File: src/rtl/wb_xbar_rr.sv
// Wishbone B4 classic crossbar: m_count masters to s_count slaves with base/mask decode,
// a locking round-robin arbiter per slave and an err responder for unmapped addresses.
module wb_xbar_rr #(
    parameter int unsigned m_count   = 2,
    parameter int unsigned s_count   = 2,
    parameter int unsigned adr_width = 32,
    parameter int unsigned dat_width = 32,
    parameter int unsigned sel_width = dat_width / 8,
    parameter logic [s_count*adr_width-1:0] s_base = '0,
    parameter logic [s_count*adr_width-1:0] s_mask = '0
) (
    input  logic                           clock,
    input  logic                           reset,
    input  logic [m_count-1:0]             m_cyc,
    input  logic [m_count-1:0]             m_stb,
    input  logic [m_count-1:0]             m_we,
    input  logic [m_count*adr_width-1:0]   m_adr,
    input  logic [m_count*dat_width-1:0]   m_datwr,
    input  logic [m_count*sel_width-1:0]   m_sel,
    output logic [m_count*dat_width-1:0]   m_datrd,
    output logic [m_count-1:0]             m_ack,
    output logic [m_count-1:0]             m_rty,
    output logic [m_count-1:0]             m_err,
    output logic [s_count-1:0]             s_cyc,
    output logic [s_count-1:0]             s_stb,
    output logic [s_count-1:0]             s_we,
    output logic [s_count*adr_width-1:0]   s_adr,
    output logic [s_count*dat_width-1:0]   s_datwr,
    output logic [s_count*sel_width-1:0]   s_sel,
    input  logic [s_count*dat_width-1:0]   s_datrd,
    input  logic [s_count-1:0]             s_ack,
    input  logic [s_count-1:0]             s_rty,
    input  logic [s_count-1:0]             s_err
);

    localparam int unsigned mw = (m_count > 1) ? $clog2(m_count) : 1;

    typedef enum logic {
        ARB_IDLE,
        ARB_BUSY
    } arb_state_t;

    // m_onto[i] is one-hot on the lowest-index slave whose window contains master i's address
    logic [s_count-1:0] m_onto [m_count];
    logic [m_count-1:0] m_hit;
    logic [m_count-1:0] req [s_count];
    logic [m_count-1:0] unm_req;
    logic [m_count-1:0] unm_err_q;
    logic [m_count-1:0] unm_done_q;

    arb_state_t      state_q [s_count];
    arb_state_t      state_d [s_count];
    logic [mw-1:0]   gnt_q   [s_count];
    logic [mw-1:0]   gnt_d   [s_count];
    logic [mw-1:0]   last_q  [s_count];
    logic [mw-1:0]   last_d  [s_count];

    always_comb begin
        for (int unsigned i = 0; i < m_count; i++) begin
            m_onto[i] = '0;
            for (int unsigned k = s_count; k > 0; k--) begin
                if ((m_adr[i*adr_width +: adr_width] & s_mask[(k-1)*adr_width +: adr_width])
                        == s_base[(k-1)*adr_width +: adr_width]) begin
                    m_onto[i]        = '0;
                    m_onto[i][k-1]   = 1'b1;
                end
            end
            m_hit[i]   = |m_onto[i];
            unm_req[i] = m_cyc[i] & m_stb[i] & ~m_hit[i];
        end
    end

    always_comb begin
        for (int unsigned j = 0; j < s_count; j++) begin
            for (int unsigned i = 0; i < m_count; i++) begin
                req[j][i] = m_cyc[i] & m_stb[i] & m_onto[i][j];
            end
        end
    end

    always_comb begin
        logic        found;
        int unsigned cand;
        found = 1'b0;
        cand  = 0;
        for (int unsigned j = 0; j < s_count; j++) begin
            state_d[j] = state_q[j];
            gnt_d[j]   = gnt_q[j];
            last_d[j]  = last_q[j];
            found      = 1'b0;
            case (state_q[j])
                ARB_IDLE: begin
                    // search order starts just after the previous winner and wraps
                    for (int unsigned k = 1; k <= m_count; k++) begin
                        cand = (32'(last_q[j]) + k) % m_count;
                        for (int unsigned i = 0; i < m_count; i++) begin
                            if (!found && i == cand && req[j][i]) begin
                                found      = 1'b1;
                                gnt_d[j]   = mw'(i);
                                last_d[j]  = mw'(i);
                                state_d[j] = ARB_BUSY;
                            end
                        end
                    end
                end
                ARB_BUSY: begin
                    for (int unsigned i = 0; i < m_count; i++) begin
                        if (gnt_q[j] == mw'(i) &&
                                (!m_cyc[i] || (m_stb[i] && !m_onto[i][j]))) begin
                            state_d[j] = ARB_IDLE;
                        end
                    end
                end
                default: state_d[j] = ARB_IDLE;
            endcase
        end
    end

    always_ff @(posedge clock) begin
        for (int unsigned j = 0; j < s_count; j++) begin
            if (reset) begin
                state_q[j] <= ARB_IDLE;
                gnt_q[j]   <= '0;
                last_q[j]  <= mw'(m_count - 1);
            end else begin
                state_q[j] <= state_d[j];
                gnt_q[j]   <= gnt_d[j];
                last_q[j]  <= last_d[j];
            end
        end
    end

    // one err pulse per unmapped strobe; done stays set until the strobe is withdrawn
    always_ff @(posedge clock) begin
        if (reset) begin
            unm_err_q  <= '0;
            unm_done_q <= '0;
        end else begin
            unm_err_q  <= unm_req & ~unm_err_q & ~unm_done_q;
            unm_done_q <= (unm_err_q | unm_done_q) & unm_req;
        end
    end

    always_comb begin
        s_cyc   = '0;
        s_stb   = '0;
        s_we    = '0;
        s_adr   = '0;
        s_datwr = '0;
        s_sel   = '0;
        m_ack   = '0;
        m_rty   = '0;
        m_err   = '0;
        m_datrd = '0;
        for (int unsigned j = 0; j < s_count; j++) begin
            for (int unsigned i = 0; i < m_count; i++) begin
                if (state_q[j] == ARB_BUSY && gnt_q[j] == mw'(i)) begin
                    s_cyc[j] = m_cyc[i];
                    s_stb[j] = m_stb[i];
                    s_we[j]  = m_we[i];
                    s_adr[j*adr_width +: adr_width]   = m_adr[i*adr_width +: adr_width];
                    s_datwr[j*dat_width +: dat_width] = m_datwr[i*dat_width +: dat_width];
                    s_sel[j*sel_width +: sel_width]   = m_sel[i*sel_width +: sel_width];
                    m_ack[i] = m_ack[i] | s_ack[j];
                    m_rty[i] = m_rty[i] | s_rty[j];
                    m_err[i] = m_err[i] | s_err[j];
                    m_datrd[i*dat_width +: dat_width] =
                        m_datrd[i*dat_width +: dat_width] | s_datrd[j*dat_width +: dat_width];
                end
            end
        end
        m_err = m_err | unm_err_q;
    end

endmodule

File: config.mk
export PLATFORM = sky130hd
export DESIGN_NAME = wb_xbar_rr
export DESIGN_NICKNAME = d
export VERILOG_FILES = /design/src/rtl/wb_xbar_rr.sv
export SDC_FILE = /design/constraint.sdc
export NUM_CORES = 1
export LEC_CHECK = 0
export CORE_AREA = 2 2 167 169
export DETAILED_ROUTE_END_ITERATION = 8
export DIE_AREA = 0 0 169 171
export SYNTH_ARGS = -nofsm -noshare
export SYNTH_HDL_FRONTEND = slang
export SYNTH_SLANG_ARGS = --single-unit
File: constraint.sdc
create_clock -name clock -period 1.23 [get_ports clock]
set_input_delay 0.123 -clock clock [delete_from_list [all_inputs] [get_ports clock]]
set_output_delay 0.123 -clock clock [all_outputs]
set_load 0.05 [all_outputs]
## Word level (Yosys, flattened, before mapping)

Memories as Yosys holds them, arrays and structs flattened.
Cells that the tools add are included.

- Input port bits: 214
- Memory bits (read-only): 0
- Bits in writable memories: 6
- Latch bits: 0
- Bits in registers: 0
- Memories kept: 3
- Output and inout port bits: 212

- $mul: 0
- Reductions and logical operators: 25
- Bitwise operators: 20
- Divide/modulo/power cells: 0
- Magnitude comparators: 0
- Shift-type cells: 0
- Multiplexer cells: 74
- $add $sub $neg: 2
- Equality and inequality tests: 1

Memory list:

| memory | depth | width | rd ports | clocked after Yosys merged registers in | wr ports | RTL line | text |
|---|---|---|---|---|---|---|---|
| gnt_q | 2 | 1 | 2 | 0 | 2 | 53 | `logic [mw-1:0] gnt_q [s_count];` |
| last_q | 2 | 1 | 1 | 0 | 2 | 55 | `logic [mw-1:0] last_q [s_count];` |
| state_q | 2 | 1 | 2 | 0 | 2 | 51 | `arb_state_t state_q [s_count];` |

Operators with widths:

| kind | count |
|---|---|
| $mux W32 | 12 |
| $logic_not A32 Y1 | 2 |
| $or A32 B32 Y32 | 2 |
| $mux W1 | 56 |
| $mux W4 | 4 |
| $logic_and A1 B1 Y1 | 15 |
| $or A1 B1 Y1 | 12 |
| $logic_not A1 Y1 | 5 |
| $not A1 Y1 | 4 |
| $pmux W1 S2 | 2 |
| $add A1 B1 Y1 const B | 2 |
| $and A1 B1 Y1 | 2 |
| $logic_or A1 B1 Y1 | 2 |
| $reduce_and A2 Y1 | 1 |
| $ne A0 B0 Y1 | 1 |

## Logic depth before layout (Yosys ltp)

Gate-level depths: netlist of the first run.
An unclocked memory read counts as a cell.

- Depth in word-level cells: 22
- Gate-level depth with buffers: 5

## Worst setup path after synthesis of the first run

OpenSTA, ideal clock, no wires.

- Path kind: register -> output
- From: memory state_q[0] (netlist bit)
- To: output s_cyc[0]
- Setup slack: -338 ps
- Buffers on the path: 2
- Data arrival time: 1445 ps
- Stages on the path, launching flop included: 4
- Data required time: 1107 ps
- Cell sequence: dfxtp_1 -> buf_2 -> clkbuf_1 -> nor2b_1

RTL lines:

| element | RTL line | text |
|---|---|---|
| start, declared | 51 |  |
| end, declared | 24 | `output logic [s_count-1:0] s_cyc,` |

==> impl_metrics.tcl, run 1 <==
set metrics [dict create \
    root_buffer "clkbuf_16" \
    critPathLaunch "gnt_q[0]" \
    path_cells "buf_12, buf_8, buf_16, mux2i_2, nor2b_2, buf_12" \
    core_mm2 0.0273 \
    nets 1002 \
    drc_errors 0 \
    die-area_mm2 0.0289 \
    multiInputGateArea_mm2 0.00360 \
    slew_viol_final 0 \
    pre_cts_ws_ps -200 \
    clock_skew_ps 2.80 \
    num_rows 61 \
    r2r_end "gnt_q[0]" \
    violations "negative setup slack" \
    yosysTopAreaCell "mux2i_1" \
    area_growth_pct 359 \
    dpl-instance-area_mm2 0.00982 \
    dp_cells 1091 \
    synthTopCellsByCount "and2_1 (71), mux2i_1 (71), nor2b_1 (71), a22o_1 (35), and3_1 (35)" \
    hpwl_mm 15.8 \
    synthCells 340 \
    synth_nets 554 \
    synth_flop_cell "dfxtp_1" \
    start_util 0.0935 \
    via_per_inst 3.97 \
    slew_headroom 0.826 \
    syn_avg_cell_area_um2 7.51 \
    period_needed_ps 1600 \
    ys_seq_elements 4 \
    drt_first_pass_iters 4 \
    grt.overflow.total 0 \
    worst_path_largest_cell_delay_ps 350 \
    clk_pin_slew_ps 30 \
    grtUsageTotal 0.144 \
    slowest_stage "dfxtp_4" \
    port_buffers 425 \
    stdcell_area_mm2 0.0117 \
    cts_sinks 4 \
    critical_path_class "reg -> out" \
    worst_slack_ps -375 \
    io_pins 426 \
    via_count 4499 \
    tns_ps -54540 \
    routabilityCongestion 0.765 \
    cellLeakagePower_nw 4.47 \
    wirelength_mm 23.0 \
    grt_pass1_vias 4750 \
    synth_cell_type_count 23 \
    cts_buffers 3 \
    p_per_area_mw_per_mm2 444 \
    r2r-start "gnt_q[0]" \
    layout-drive-gt1-share 0.684 \
    hold_slack_ps 507 \
    setup_viol 213 \
    seq_area_frac_synth 0.0313 \
    instances_no_fill 1133 \
    diodes 0 \
    synth.top_cell.area_share 0.278 \
    hold_class "reg -> reg" \
    synth_edf_count 0 \
    finalHoldViolations 0 \
    path_max_fanout 8 \
    seqCellArea_um2 91.3 \
    grt_pass1_wl_mm 31.2 \
    die_w_um 169 \
    nFillCells 2437 \
    cts_max_level 1 \
    clock.fmax_ghz 0.623 \
    outcome "finished with violations" \
    maxCapViolations 0 \
    cts_tree "built" \
    vdd_ir_drop_max_v 0.000337 \
    cpMostUsedCell "buf_12" \
    worstPathArrival_ps 1480 \
    rr_worst_depth 5 \
    ys_top_cells_by_area "mux2i_1 (28%), and2_1 (17%), nor2b_1 (17%)" \
    total_power_mw 5.21 \
    grt_setup_unrepaired "yes" \
    die_y_um 171 \
    required_ps 1110 \
    grt_max_degree 46 \
    critical_path.startpoint_type "flop" \
    drt_iter0_drc 88 \
    regToRegSetupSlack_ps -10 \
    setup.worst_path.end "s_adr[21]" \
    clk_latency_ps 230 \
    worstSetupEndpointType "output pin" \
    drt-wirelength-per-cell_um 20.3 \
    ys_warn_count 0 \
    async_reset_ff_frac 0 \
    min_period_over_period 1.30 \
    tightest_slew_ps 258 \
    clockBufferDepth 2 \
    synth_area_mm2 0.00255 \
    final_util 0.429 \
    antenna_found_initial 0 \
    final_antenna_net_count 0 \
]
[worst min path at each step]
stage	from	cells after the start	to
after global placement	last_q[0]	1	last_q[0]
after CTS	last_q[0]	1	last_q[0]
final	last_q[0]	1	last_q[0]
after global routing	last_q[0]	1	last_q[0]
after floorplan	m_stb[0]	1	state_q[1]
after detailed placement	last_q[0]	1	last_q[0]
[layout make-up]
| type | instances | area share |
|---|---|---|
| multi-input combinational | 295 | 0.307 |
| inverter | 1 | 0.000320 |
| clock buffer | 4 | 0.00672 |
| tap | 346 | 0.0369 |
| sequential | 4 | 0.00779 |
| timing repair buffer | 483 | 0.642 |
[layer usage]
layer	track usage	wire length [µm]	vias up
met5	0	0	-
met4	0.0201	251	0
met3	0.0315	1360	12
met2	0.285	13100	209
met1	0.160	8330	2173
li1	-	-	2105
[registers in the layout (all words and copies together) (netlist names)]
signal	count
gnt_q	1
last_q	1
state_q	2
[critical path, delay by kind of cell (launching register included)]
family,cells,cell delay (ps)
simple gates,1,170
buf+inv,4,560
mux,1,160
flops,1,350
[cells in the final DEF (no fill, tap or decap), drive strengths merged]
cell	n
nand3b	1
or2	1
nand2b	1
nor4bb	2
bufbuf	1
inv	1
o22ai	1
clkbuf	11
a32o	1
a211o	1
dfxtp	4
nand3	1
and3	35
a22o	35
nor3b	1
mux2i	71
clkdlybuf4s50	213
a22oi	1
and2	71
buf	262
nor2b	72
[what timing repair did]
| item | in CTS | in global routing |
|---|---|---|
| hold buffers | 0 | 0 |
| resized for setup | 179 | 86 |
| buffers inserted | 15 | 4 |
| setup endpoints to repair | 202 | 215 |
| pin swaps | 0 | 5 |
| cloned | 18 | 8 |
[logic make-up after synthesis]
| logic type | after synthesis | share of synthesized area |
|---|---|---|
| compound gates | 39 | 0.133 |
| buf+inv | 41 | 0.100 |
| flops | 4 | 0.0313 |
| mux | 71 | 0.278 |
| simple gates | 185 | 0.457 |
[where the power goes]
part,internal [mW],total [mW],switching (mW)
Combinational,2.48,4.51,2.04
Clock,0.429,0.534,0.105
Sequential,0.137,0.158,0.0208
Total,3.04,5.21,2.16
(Power assumes the default switching activity.)
==> run 2, diff against run 1 <==
- CORE_AREA: 2 2 167 169 -> 5 5 160 162
- DIE_AREA: 0 0 169 171 -> 0 0 165 167
==> run 2 against run 1 <==
Effect of this change: the run still ends with negative setup slack left; via count shrank 1.9%; setup slack gained 12 ps; clock skew decreased by 2.6 ps; cell count decreased by 2.8%; power down 7.8%; sequential share of layout area grew 0.057 points; global-route usage barely moved; highest routed layer is now met5.
==> impl_metrics.tcl, run 2 (synthesis results as in run 1) <==
set metrics [dict create \
    outcome "finished with violations" \
    violations "negative setup slack" \
    cts_sinks 4 \
    num_rows 57 \
    nets 993 \
    drt_first_pass_iters 4 \
    final_util 0.456 \
    final_antenna_net_count 0 \
    grtUsageTotal 0.144 \
    largest_reg_flops 2 \
    die_w_um 165 \
    via_count 4412 \
    diodes 0 \
    vdd_ir_drop_max_v 0.000410 \
    grt_max_degree 42 \
    drt-wirelength-per-cell_um 20.8 \
    hold_class "reg -> reg" \
    setup_viol 213 \
    final_cell_mix "buf_12 (223), clkdlybuf4s50_1 (213), and2_4 (71)" \
    critical_path.startpoint_type "flop" \
    hold_buffers 0 \
    grt_setup_unrepaired "yes" \
    path_max_fanout 20 \
    cts_max_level 1 \
    reg_top3 "state_q x2, gnt_q x1, last_q x1" \
    drt_iter0_drc 105 \
    worstSetupEndpointType "output pin" \
    grt_pass1_vias 4705 \
    critical_path_class "reg -> out" \
    tightest_slew_ps 318 \
    final_common_cell "buf_12" \
    p_per_area_mw_per_mm2 439 \
    drc_errors 0 \
    cts_tree "built" \
    start_util 0.107 \
    antenna_found_initial 1 \
    die_y_um 167 \
    core_mm2 0.0240 \
    cellLeakagePower_nw 4.22 \
    routabilityCongestion 0.833 \
    clockBufferDepth 2 \
    clock_skew_ps 0.173 \
    worst_slack_ps -363 \
    instances_no_fill 1101 \
    clk_latency_ps 220 \
    port_buffers 425 \
    maxCapViolations 0 \
    dp_cells 1068 \
    top_register "state_q" \
    io_pins 426 \
    clk_pin_slew_ps 30 \
    die-area_mm2 0.0276 \
    area_growth_pct 328 \
    slew_viol_final 0 \
    layout-drive-gt1-share 0.665 \
    grt_pass1_wl_mm 30.5 \
    root_buffer "clkbuf_16" \
    finalHoldViolations 0 \
    slew_headroom 0.785 \
    hpwl_mm 16.3 \
    clock.fmax_ghz 0.628 \
    regToRegSetupSlack_ps -30 \
    worstPathArrival_ps 1470 \
    cts_buffers 3 \
    grt.overflow.total 0 \
    period_needed_ps 1590 \
    wirelength_mm 22.9 \
    required_ps 1110 \
    via_per_inst 4.01 \
    min_period_over_period 1.29 \
]
==> run 2: final cells by class <==
class	count	area [µm²]
fillers	2207	13000
multi-input cells	295	3070
flip-flops and latches	4	91.3
repair buffers	474	7280
inverters	1	3.75
well taps	324	405
clock buffers	3	75.1
==> run 2: metal layers <==
metal	GRT usage	wire length, µm
met1	0.160	8350
met2	0.270	12200
met3	0.0430	2040
met4	0.0282	299
met5	0	13
==> run 2: timing repair <==
item,4_1_cts,5_1_grt
gates cloned,11,8
endpoints found under the setup margin,212,216
resized for setup,62,102
pin swaps,2,3
setup buffers,8,5
==> run 2: stage by stage <==
step                      TNS [ps]  instance area [µm²]  hold slack, ps  setup slack [ps]  total power [mW]
after CTS                   -59210                10500             493              -357              4.74
after global routing        -61350                10900             535              -408              4.97
after detailed placement     -6730                 9770             488              -157              3.95
after floorplan              -5750                 2980             198              -122              1.86
after global placement       -5440                 9770             484              -134              3.94
final                       -49860                10900             497              -363              4.80
==> run 2: worst paths after layout <==
| kind | startpoint | to | depth (start not counted) |
|---|---|---|---|
| worst min register to register | last_q[0] | last_q[0] | 1 |
| worst max-delay path | gnt_q[0] | s_datwr[10] | 4 |
| worst max register to register | gnt_q[0] | state_q[0] | 4 |
| worst min-delay path | last_q[0] | last_q[0] | 1 |
==> run 2: power breakdown <==
group / total (mW) / leakage, nW / switching, mW / internal, mW
registers: 0.153 / 0.0350 / 0.0163 / 0.137
clock network: 0.507 / 0.0370 / 0.0918 / 0.415
logic: 4.14 / 4.15 / 1.90 / 2.24
total: 4.80 / 4.22 / 2.01 / 2.79
==> run 2: worst max-delay path, stage by stage, from the launching register on <==
cell	delay, ps
dfxtp_4	440
buf_16	240
mux2i_2	300
nor2b_4	70
buf_12	150
